[src/rtl/mc_defs.sv]
// ----------------------------------------------------------------------------
// mc_defs -- opcode, func, ALU-control, mux-select and state encodings
// Rev 1.0
// ----------------------------------------------------------------------------
`default_nettype none

package mc_defs;

  localparam logic [5:0] c_op_rtype = 6'b000000;
  localparam logic [5:0] c_op_ori   = 6'b001101;
  localparam logic [5:0] c_op_addiu = 6'b001001;
  localparam logic [5:0] c_op_lw    = 6'b100011;
  localparam logic [5:0] c_op_sw    = 6'b101011;
  localparam logic [5:0] c_op_beq   = 6'b000100;
  localparam logic [5:0] c_op_j     = 6'b000010;

  localparam logic [5:0] c_fn_add = 6'b100000;
  localparam logic [5:0] c_fn_sub = 6'b100010;
  localparam logic [5:0] c_fn_and = 6'b100100;
  localparam logic [5:0] c_fn_or  = 6'b100101;
  localparam logic [5:0] c_fn_slt = 6'b101010;

  localparam logic [2:0] c_alu_add = 3'b000;
  localparam logic [2:0] c_alu_sub = 3'b001;
  localparam logic [2:0] c_alu_and = 3'b010;
  localparam logic [2:0] c_alu_or  = 3'b011;
  localparam logic [2:0] c_alu_slt = 3'b100;

  localparam logic [1:0] c_srcb_reg     = 2'b00;
  localparam logic [1:0] c_srcb_four    = 2'b01;
  localparam logic [1:0] c_srcb_imm     = 2'b10;
  localparam logic [1:0] c_srcb_imm_sh2 = 2'b11;

  localparam logic [1:0] c_pcsrc_alu    = 2'b00;
  localparam logic [1:0] c_pcsrc_aluout = 2'b01;
  localparam logic [1:0] c_pcsrc_jump   = 2'b10;

  localparam logic [3:0] c_s_fetch    = 4'd0;
  localparam logic [3:0] c_s_decode   = 4'd1;
  localparam logic [3:0] c_s_exec_r   = 4'd2;
  localparam logic [3:0] c_s_r_wb     = 4'd3;
  localparam logic [3:0] c_s_exec_i   = 4'd4;
  localparam logic [3:0] c_s_i_wb     = 4'd5;
  localparam logic [3:0] c_s_mem_addr = 4'd6;
  localparam logic [3:0] c_s_mem_rd   = 4'd7;
  localparam logic [3:0] c_s_mem_wb   = 4'd8;
  localparam logic [3:0] c_s_mem_wr   = 4'd9;
  localparam logic [3:0] c_s_branch   = 4'd10;
  localparam logic [3:0] c_s_jump     = 4'd11;

endpackage

`default_nettype wire

[src/rtl/multicycle_control_if.sv]
// ----------------------------------------------------------------------------
// multicycle_control_if -- datapath status in, control strobes/selects out
// Rev 1.0
// ----------------------------------------------------------------------------
`default_nettype none

interface multicycle_control_if;

  logic [5:0] OP;
  logic [5:0] func;
  logic       Zero;
  logic       mem_ready;

  logic       PCWr;
  logic       IorD;
  logic       IRWr;
  logic       MemRd;
  logic       MemWr;
  logic       RegWr;
  logic       RegDst;
  logic       MemtoReg;
  logic       ALUSrcA;
  logic       ExtOp;
  logic [1:0] ALUSrcB;
  logic [1:0] PCSrc;
  logic [2:0] ALUctr;
  logic       instr_done;
  logic       illegal_op;

  modport master (
    output OP, func, Zero, mem_ready,
    input  PCWr, IorD, IRWr, MemRd, MemWr, RegWr, RegDst, MemtoReg,
           ALUSrcA, ExtOp, ALUSrcB, PCSrc, ALUctr, instr_done, illegal_op
  );

  modport slave (
    input  OP, func, Zero, mem_ready,
    output PCWr, IorD, IRWr, MemRd, MemWr, RegWr, RegDst, MemtoReg,
           ALUSrcA, ExtOp, ALUSrcB, PCSrc, ALUctr, instr_done, illegal_op
  );

endinterface

`default_nettype wire

[src/rtl/mc_alu_decode.sv]
// ----------------------------------------------------------------------------
// mc_alu_decode -- R-type func field to ALU control, flags undefined funcs
// Rev 1.0
// ----------------------------------------------------------------------------
`default_nettype none

module mc_alu_decode
  import mc_defs::*;
(
  input  logic [5:0] i_func,
  output logic [2:0] o_alu_ctr,
  output logic       o_func_ok
);

  always_comb begin
    o_alu_ctr = c_alu_add;
    o_func_ok = 1'b1;
    case (i_func)
      c_fn_add: o_alu_ctr = c_alu_add;
      c_fn_sub: o_alu_ctr = c_alu_sub;
      c_fn_and: o_alu_ctr = c_alu_and;
      c_fn_or:  o_alu_ctr = c_alu_or;
      c_fn_slt: o_alu_ctr = c_alu_slt;
      default:  o_func_ok = 1'b0;
    endcase
  end

endmodule

`default_nettype wire

[src/rtl/multicycle_control.sv]
// ----------------------------------------------------------------------------
// multicycle_control -- multicycle MIPS-subset control FSM
// Rev 1.0
// ----------------------------------------------------------------------------
`default_nettype none

module multicycle_control
  import mc_defs::*;
(
  input  logic                       clk,
  input  logic                       rst_n,
  multicycle_control_if.slave        bus
);

  logic [3:0] r_state;
  logic [3:0] w_next;
  logic       r_instr_done;

  logic       w_pcwr, w_iord, w_irwr, w_memrd, w_memwr, w_regwr;
  logic       w_regdst, w_memtoreg, w_alusrca, w_extop, w_ill;
  logic [1:0] w_alusrcb, w_pcsrc;
  logic [2:0] w_aluctr;
  logic [2:0] w_func_alu;
  logic       w_func_ok;

  mc_alu_decode u_alu_decode (
    .i_func    (bus.func),
    .o_alu_ctr (w_func_alu),
    .o_func_ok (w_func_ok)
  );

  always_comb begin
    w_next     = r_state;
    w_pcwr     = 1'b0;
    w_iord     = 1'b0;
    w_irwr     = 1'b0;
    w_memrd    = 1'b0;
    w_memwr    = 1'b0;
    w_regwr    = 1'b0;
    w_regdst   = 1'b0;
    w_memtoreg = 1'b0;
    w_alusrca  = 1'b0;
    w_extop    = 1'b0;
    w_ill      = 1'b0;
    w_alusrcb  = c_srcb_reg;
    w_pcsrc    = c_pcsrc_alu;
    w_aluctr   = c_alu_add;
    case (r_state)
      c_s_fetch: begin
        w_memrd   = 1'b1;
        w_alusrcb = c_srcb_four;
        if (bus.mem_ready) begin
          w_irwr = 1'b1;
          w_pcwr = 1'b1;
          w_next = c_s_decode;
        end
      end
      c_s_decode: begin
        w_alusrcb = c_srcb_imm_sh2;
        w_extop   = 1'b1;
        case (bus.OP)
          c_op_rtype:           w_next = c_s_exec_r;
          c_op_ori, c_op_addiu: w_next = c_s_exec_i;
          c_op_lw, c_op_sw:     w_next = c_s_mem_addr;
          c_op_beq:             w_next = c_s_branch;
          c_op_j:               w_next = c_s_jump;
          default: begin
            w_ill  = 1'b1;
            w_next = c_s_fetch;
          end
        endcase
      end
      // An undefined func is dropped here so R_WB never writes the register file
      c_s_exec_r: begin
        w_alusrca = 1'b1;
        w_aluctr  = w_func_alu;
        if (w_func_ok) begin
          w_next = c_s_r_wb;
        end else begin
          w_ill  = 1'b1;
          w_next = c_s_fetch;
        end
      end
      c_s_r_wb: begin
        w_regwr  = 1'b1;
        w_regdst = 1'b1;
        w_next   = c_s_fetch;
      end
      c_s_exec_i: begin
        w_alusrca = 1'b1;
        w_alusrcb = c_srcb_imm;
        if (bus.OP == c_op_ori) begin
          w_aluctr = c_alu_or;
        end else begin
          w_extop = 1'b1;
        end
        w_next = c_s_i_wb;
      end
      c_s_i_wb: begin
        w_regwr = 1'b1;
        w_next  = c_s_fetch;
      end
      c_s_mem_addr: begin
        w_alusrca = 1'b1;
        w_alusrcb = c_srcb_imm;
        w_extop   = 1'b1;
        w_next    = (bus.OP == c_op_lw) ? c_s_mem_rd : c_s_mem_wr;
      end
      c_s_mem_rd: begin
        w_memrd = 1'b1;
        w_iord  = 1'b1;
        if (bus.mem_ready) w_next = c_s_mem_wb;
      end
      c_s_mem_wb: begin
        w_regwr    = 1'b1;
        w_memtoreg = 1'b1;
        w_next     = c_s_fetch;
      end
      c_s_mem_wr: begin
        w_memwr = 1'b1;
        w_iord  = 1'b1;
        if (bus.mem_ready) w_next = c_s_fetch;
      end
      c_s_branch: begin
        w_alusrca = 1'b1;
        w_aluctr  = c_alu_sub;
        w_pcsrc   = c_pcsrc_aluout;
        w_pcwr    = bus.Zero;
        w_next    = c_s_fetch;
      end
      c_s_jump: begin
        w_pcsrc = c_pcsrc_jump;
        w_pcwr  = 1'b1;
        w_next  = c_s_fetch;
      end
      default: w_next = c_s_fetch;
    endcase
  end

  always_ff @(posedge clk or negedge rst_n) begin
    if (!rst_n) begin
      r_state      <= c_s_fetch;
      r_instr_done <= 1'b0;
    end else begin
      r_state      <= w_next;
      r_instr_done <= (r_state != c_s_fetch) && (w_next == c_s_fetch) && !w_ill;
    end
  end

  // Strobes are gated by rst_n so they fall the instant reset asserts
  assign bus.PCWr       = w_pcwr  & rst_n;
  assign bus.IRWr       = w_irwr  & rst_n;
  assign bus.MemRd      = w_memrd & rst_n;
  assign bus.MemWr      = w_memwr & rst_n;
  assign bus.RegWr      = w_regwr & rst_n;
  assign bus.IorD       = w_iord;
  assign bus.RegDst     = w_regdst;
  assign bus.MemtoReg   = w_memtoreg;
  assign bus.ALUSrcA    = w_alusrca;
  assign bus.ExtOp      = w_extop;
  assign bus.ALUSrcB    = w_alusrcb;
  assign bus.PCSrc      = w_pcsrc;
  assign bus.ALUctr     = w_aluctr;
  assign bus.instr_done = r_instr_done;
  assign bus.illegal_op = w_ill & rst_n;

endmodule

`default_nettype wire

[src/flat_wrapper.sv]
// flat-port wrapper written by rule: the top's interface ports become plain ports
module multicycle_control_flat import mc_defs::*;
  (clk, rst_n, bus_OP, bus_func, bus_Zero, bus_mem_ready, bus_PCWr, bus_IorD, bus_IRWr, bus_MemRd, bus_MemWr, bus_RegWr, bus_RegDst, bus_MemtoReg, bus_ALUSrcA, bus_ExtOp, bus_ALUSrcB, bus_PCSrc, bus_ALUctr, bus_instr_done, bus_illegal_op);
  multicycle_control_if bus_i ();
  input  logic clk;
  input  logic rst_n;
  input wire logic [$bits(bus_i.OP)-1:0] bus_OP;
  input wire logic [$bits(bus_i.func)-1:0] bus_func;
  input wire logic [$bits(bus_i.Zero)-1:0] bus_Zero;
  input wire logic [$bits(bus_i.mem_ready)-1:0] bus_mem_ready;
  output wire logic [$bits(bus_i.PCWr)-1:0] bus_PCWr;
  output wire logic [$bits(bus_i.IorD)-1:0] bus_IorD;
  output wire logic [$bits(bus_i.IRWr)-1:0] bus_IRWr;
  output wire logic [$bits(bus_i.MemRd)-1:0] bus_MemRd;
  output wire logic [$bits(bus_i.MemWr)-1:0] bus_MemWr;
  output wire logic [$bits(bus_i.RegWr)-1:0] bus_RegWr;
  output wire logic [$bits(bus_i.RegDst)-1:0] bus_RegDst;
  output wire logic [$bits(bus_i.MemtoReg)-1:0] bus_MemtoReg;
  output wire logic [$bits(bus_i.ALUSrcA)-1:0] bus_ALUSrcA;
  output wire logic [$bits(bus_i.ExtOp)-1:0] bus_ExtOp;
  output wire logic [$bits(bus_i.ALUSrcB)-1:0] bus_ALUSrcB;
  output wire logic [$bits(bus_i.PCSrc)-1:0] bus_PCSrc;
  output wire logic [$bits(bus_i.ALUctr)-1:0] bus_ALUctr;
  output wire logic [$bits(bus_i.instr_done)-1:0] bus_instr_done;
  output wire logic [$bits(bus_i.illegal_op)-1:0] bus_illegal_op;
  assign bus_i.OP = bus_OP;
  assign bus_i.func = bus_func;
  assign bus_i.Zero = bus_Zero;
  assign bus_i.mem_ready = bus_mem_ready;
  assign bus_PCWr = bus_i.PCWr;
  assign bus_IorD = bus_i.IorD;
  assign bus_IRWr = bus_i.IRWr;
  assign bus_MemRd = bus_i.MemRd;
  assign bus_MemWr = bus_i.MemWr;
  assign bus_RegWr = bus_i.RegWr;
  assign bus_RegDst = bus_i.RegDst;
  assign bus_MemtoReg = bus_i.MemtoReg;
  assign bus_ALUSrcA = bus_i.ALUSrcA;
  assign bus_ExtOp = bus_i.ExtOp;
  assign bus_ALUSrcB = bus_i.ALUSrcB;
  assign bus_PCSrc = bus_i.PCSrc;
  assign bus_ALUctr = bus_i.ALUctr;
  assign bus_instr_done = bus_i.instr_done;
  assign bus_illegal_op = bus_i.illegal_op;
  multicycle_control u_core (.clk(clk), .rst_n(rst_n), .bus(bus_i));
endmodule
[config.mk]
export PLATFORM = sky130hd
export DESIGN_NAME = multicycle_control_flat
export DESIGN_NICKNAME = d
export VERILOG_FILES = /design/src/rtl/mc_defs.sv /design/src/rtl/multicycle_control_if.sv /design/src/rtl/mc_alu_decode.sv /design/src/rtl/multicycle_control.sv /design/src/flat_wrapper.sv
export SDC_FILE = /design/constraint.sdc
export NUM_CORES = 1
export LEC_CHECK = 0
export CORE_MARGIN = 8
export CORE_UTILIZATION = 41
export CTS_CLUSTER_DIAMETER = 40
export CTS_CLUSTER_SIZE = 20
export DETAILED_ROUTE_END_ITERATION = 8
export GPL_ROUTABILITY_DRIVEN = 0
export GPL_TIMING_DRIVEN = 0
export PLACE_DENSITY_LB_ADDON = 0.3
export SLEW_MARGIN = 20
export SYNTH_ARGS = -nofsm -noshare
export SYNTH_HDL_FRONTEND = slang
export SYNTH_SLANG_ARGS = --single-unit
[constraint.sdc]
create_clock -name clk -period 1.9 [get_ports clk]
set_input_delay 0.285 -clock clk [delete_from_list [all_inputs] [get_ports clk]]
set_output_delay 0.285 -clock clk [all_outputs]
set_load 0.05 [all_outputs]
==> flow_summary.ini <==
[drt]
vias_per_cell = 5.90
routed_wl_um = 3570
dr_total_vias = 1092
route.detailed.drc = 0
first_pass_iters = 4
wire_per_inst_um = 19.3
drt_iter0_markers = 61
drtAntennaViolNets = 0

[setup_path]
rr_endpoint = u_core.bus.instr_done
critPathKind = flip-flop to output port
cp.required_ps = 1620
start_kind = flip-flop
rr_startpoint = u_core.r_state[0]
crit_top_cell = buf_6
crit_buf_inv = 2
crit_cells = 6
crit_path_end_kind = output port
critical-path-top-delay-family = simple AND/OR/NAND/NOR gates
ff2ff_setup_slack_ps = 310
slowest_delay_ps = 400
slowest_stage = dfrtp_1
critical_path.endpoint = bus_illegal_op
startpoint = u_core.r_state[3]
crit_arrival_ps = 1670
worstPathMaxFanout = 5
worstPathCellList = buf_6 -> or2_4 -> nor2_4 -> a32oi_4 -> nor2_2 -> buf_6
reg2regPathDepth = 7

[timing]
min_period_over_period_pct = 103
tightest_slew_ps = 498
rsz0062_at_grt = yes
final.setup.tns_ps = -81.2
final.setup.worst_slack_ps = -52.2
layout_min_cycle_time_ps = 1950
clock_skew_ps = 0.898
finalHoldViolCount = 0
timing.hold.ws_ps = 52.9
maxSlewViolCount = 0
fmax_ghz = 0.512
finalSetupViolCount = 4
max_slew_margin_pct = 66.7

[synth]
yosysUniqueCellTypes = 43
seq_area_frac_synth_pct = 16.3
synth_nets = 121
synth-main-ff-cell = dfrtp_1
synth-edff-count = 0
syn_area_um2 = 767
yosysWarnings = 0
synth-seq-cells = 5
synth_cells = 105
syn_avg_cell_area_um2 = 7.30
synthArstFlopShare_pct = 100

[final_layout]
fin_cells = 185
final_common_cell = buf_4
fin_util_pct = 86.2
final_cell_mix = buf_4 (17), nor2_1 (12), buf_6 (10)
syn_to_final_growth_pct = 96.1
num_antenna_cells = 0
n_fill_cell = 91
drive_gt1_share_pct = 52.5
layout.nets = 177

[grt]
first_global_vias = 1051
grt_pass1_wl_um = 5040
grt_usage_pct = 18.3
grt_max_degree = 11
antenna_found_initial = 0
gr-total-overflow = 0

[cts]
htree_levels = 1
cts_tree = done
path_clk_slew_ps = 50
cts_root_buf = clkbuf_4
numClockSinks = 5
numCtsBuffers = 3
clock_path_buffers = 2
insertion_delay_ps = 250

[place]
hpwl_um = 2060
port_buffers = 34
dp.cells = 164

[status]
violations = setup timing
status = finished with violations

[die]
fp-row-count = 15
initial_utilization_pct = 43.9
die_h_um = 59.3
coreArea_um2 = 1750
die-area_um2 = 3510
die_width_um = 59.3
io_pins = 35

[pwr]
peakVddDrop_mv = 0.505
power.density_nw_per_um2 = 539
p_leak_uw = 0.000620

[run]
maxCapViolCount = 0

[min_path]
hp-class = input pin to async pin
==> state kept, by name, indices dropped and copies added, names as in the netlist <==
| signal | flops |
|---|---|
| u_core.bus.instr_done | 1 |
| u_core.r_state | 4 |
==> cells by family (layout without fill, tap and decap cells) <==
family,Yosys count,in the layout,share of synthesized area (%)
AO/OA/AOI/OAI,25,25,26.6
AND/OR/NAND/NOR,62,62,48.8
XOR/XNOR,1,1,1.14
flip-flops,5,5,16.3
buffers and inverters,12,67,7.18
==> cell usage after synthesis, drive strengths merged (2+ instances only) <==
cell / number / area share [%]
and2: 2 / 1.6
nor4: 3 / 5.2
nor3: 5 / 3.3
and2b: 2 / 2.0
a21oi: 7 / 4.6
o21ai: 3 / 2.0
nor2: 17 / 8.3
inv: 6 / 2.9
nor2b: 2 / 3.6
o31a: 2 / 2.3
or3: 2 / 1.6
o211ai: 2 / 2.0
nand2: 10 / 4.9
nand2b: 5 / 4.4
nand3: 4 / 3.3
or2: 3 / 2.8
a211oi: 2 / 2.0
buf: 5 / 3.8
nand4: 3 / 2.4
dfrtp: 5 / 16
==> metrics by stage <==
stage / total power, uW / worst slack [ps] / area, um2
3_3_place_gp: 514 / -846 / 1200
6_report: 811 / -52.2 / 1500
4_1_cts: 750 / -33.8 / 1380
5_1_grt: 843 / -113 / 1500
2_1_floorplan: 387 / -211 / 826
3_5_place_dp: 520 / -858 / 1200
==> report_power, final <==
part / total (uW) / internal, uW / switching (uW) / leakage (uW)
registers: 129 / 118 / 10.9 / 0.0000645
logic: 552 / 245 / 307 / 0.000541
clock network: 130 / 79.8 / 50.3 / 0.0000150
total: 811 / 443 / 368 / 0.000620
==> layout make-up <==
type	count	area, um2	area share [%]
clock buffer	4	26.3	1.75
tap	25	31.3	2.08
buffer	5	56.3	3.74
multi-input combinational	88	743	49.4
inverter	6	22.5	1.50
timing repair buffer	52	497	33.0
sequential	5	128	8.49
==> layer usage <==
metal	GRT usage, %	part of all wire, %
met1	20.0	38
met2	31.7	50
met3	4.34	8.9
met4	9.56	3.3
met5	0	0
==> repair_timing <==
| action | CTS | global route |
|---|---|---|
| endpoints found under the setup margin | 18 | 18 |
| gates resized for setup | 123 | 30 |
| endpoints found under the hold margin | 0 | 0 |
| buffers inserted | 8 | 9 |
| hold buffers | 0 | 0 |
| pin swaps | 5 | 11 |
| cloned | 1 | 0 |
==> worst min-delay path by stage <==
stage / slack (ps) / cells after the start / endpoint
global route: 60 / 1 / u_core.r_state[2]
global placement: 550 / 1 / u_core.bus.instr_done
detailed placement: 560 / 1 / u_core.r_state[2]
CTS: 30 / 1 / u_core.r_state[1]
floorplan: -10 / 0 / u_core.bus.instr_done
finish: 50 / 1 / u_core.r_state[2]
Power figures use the tool's default switching activity.
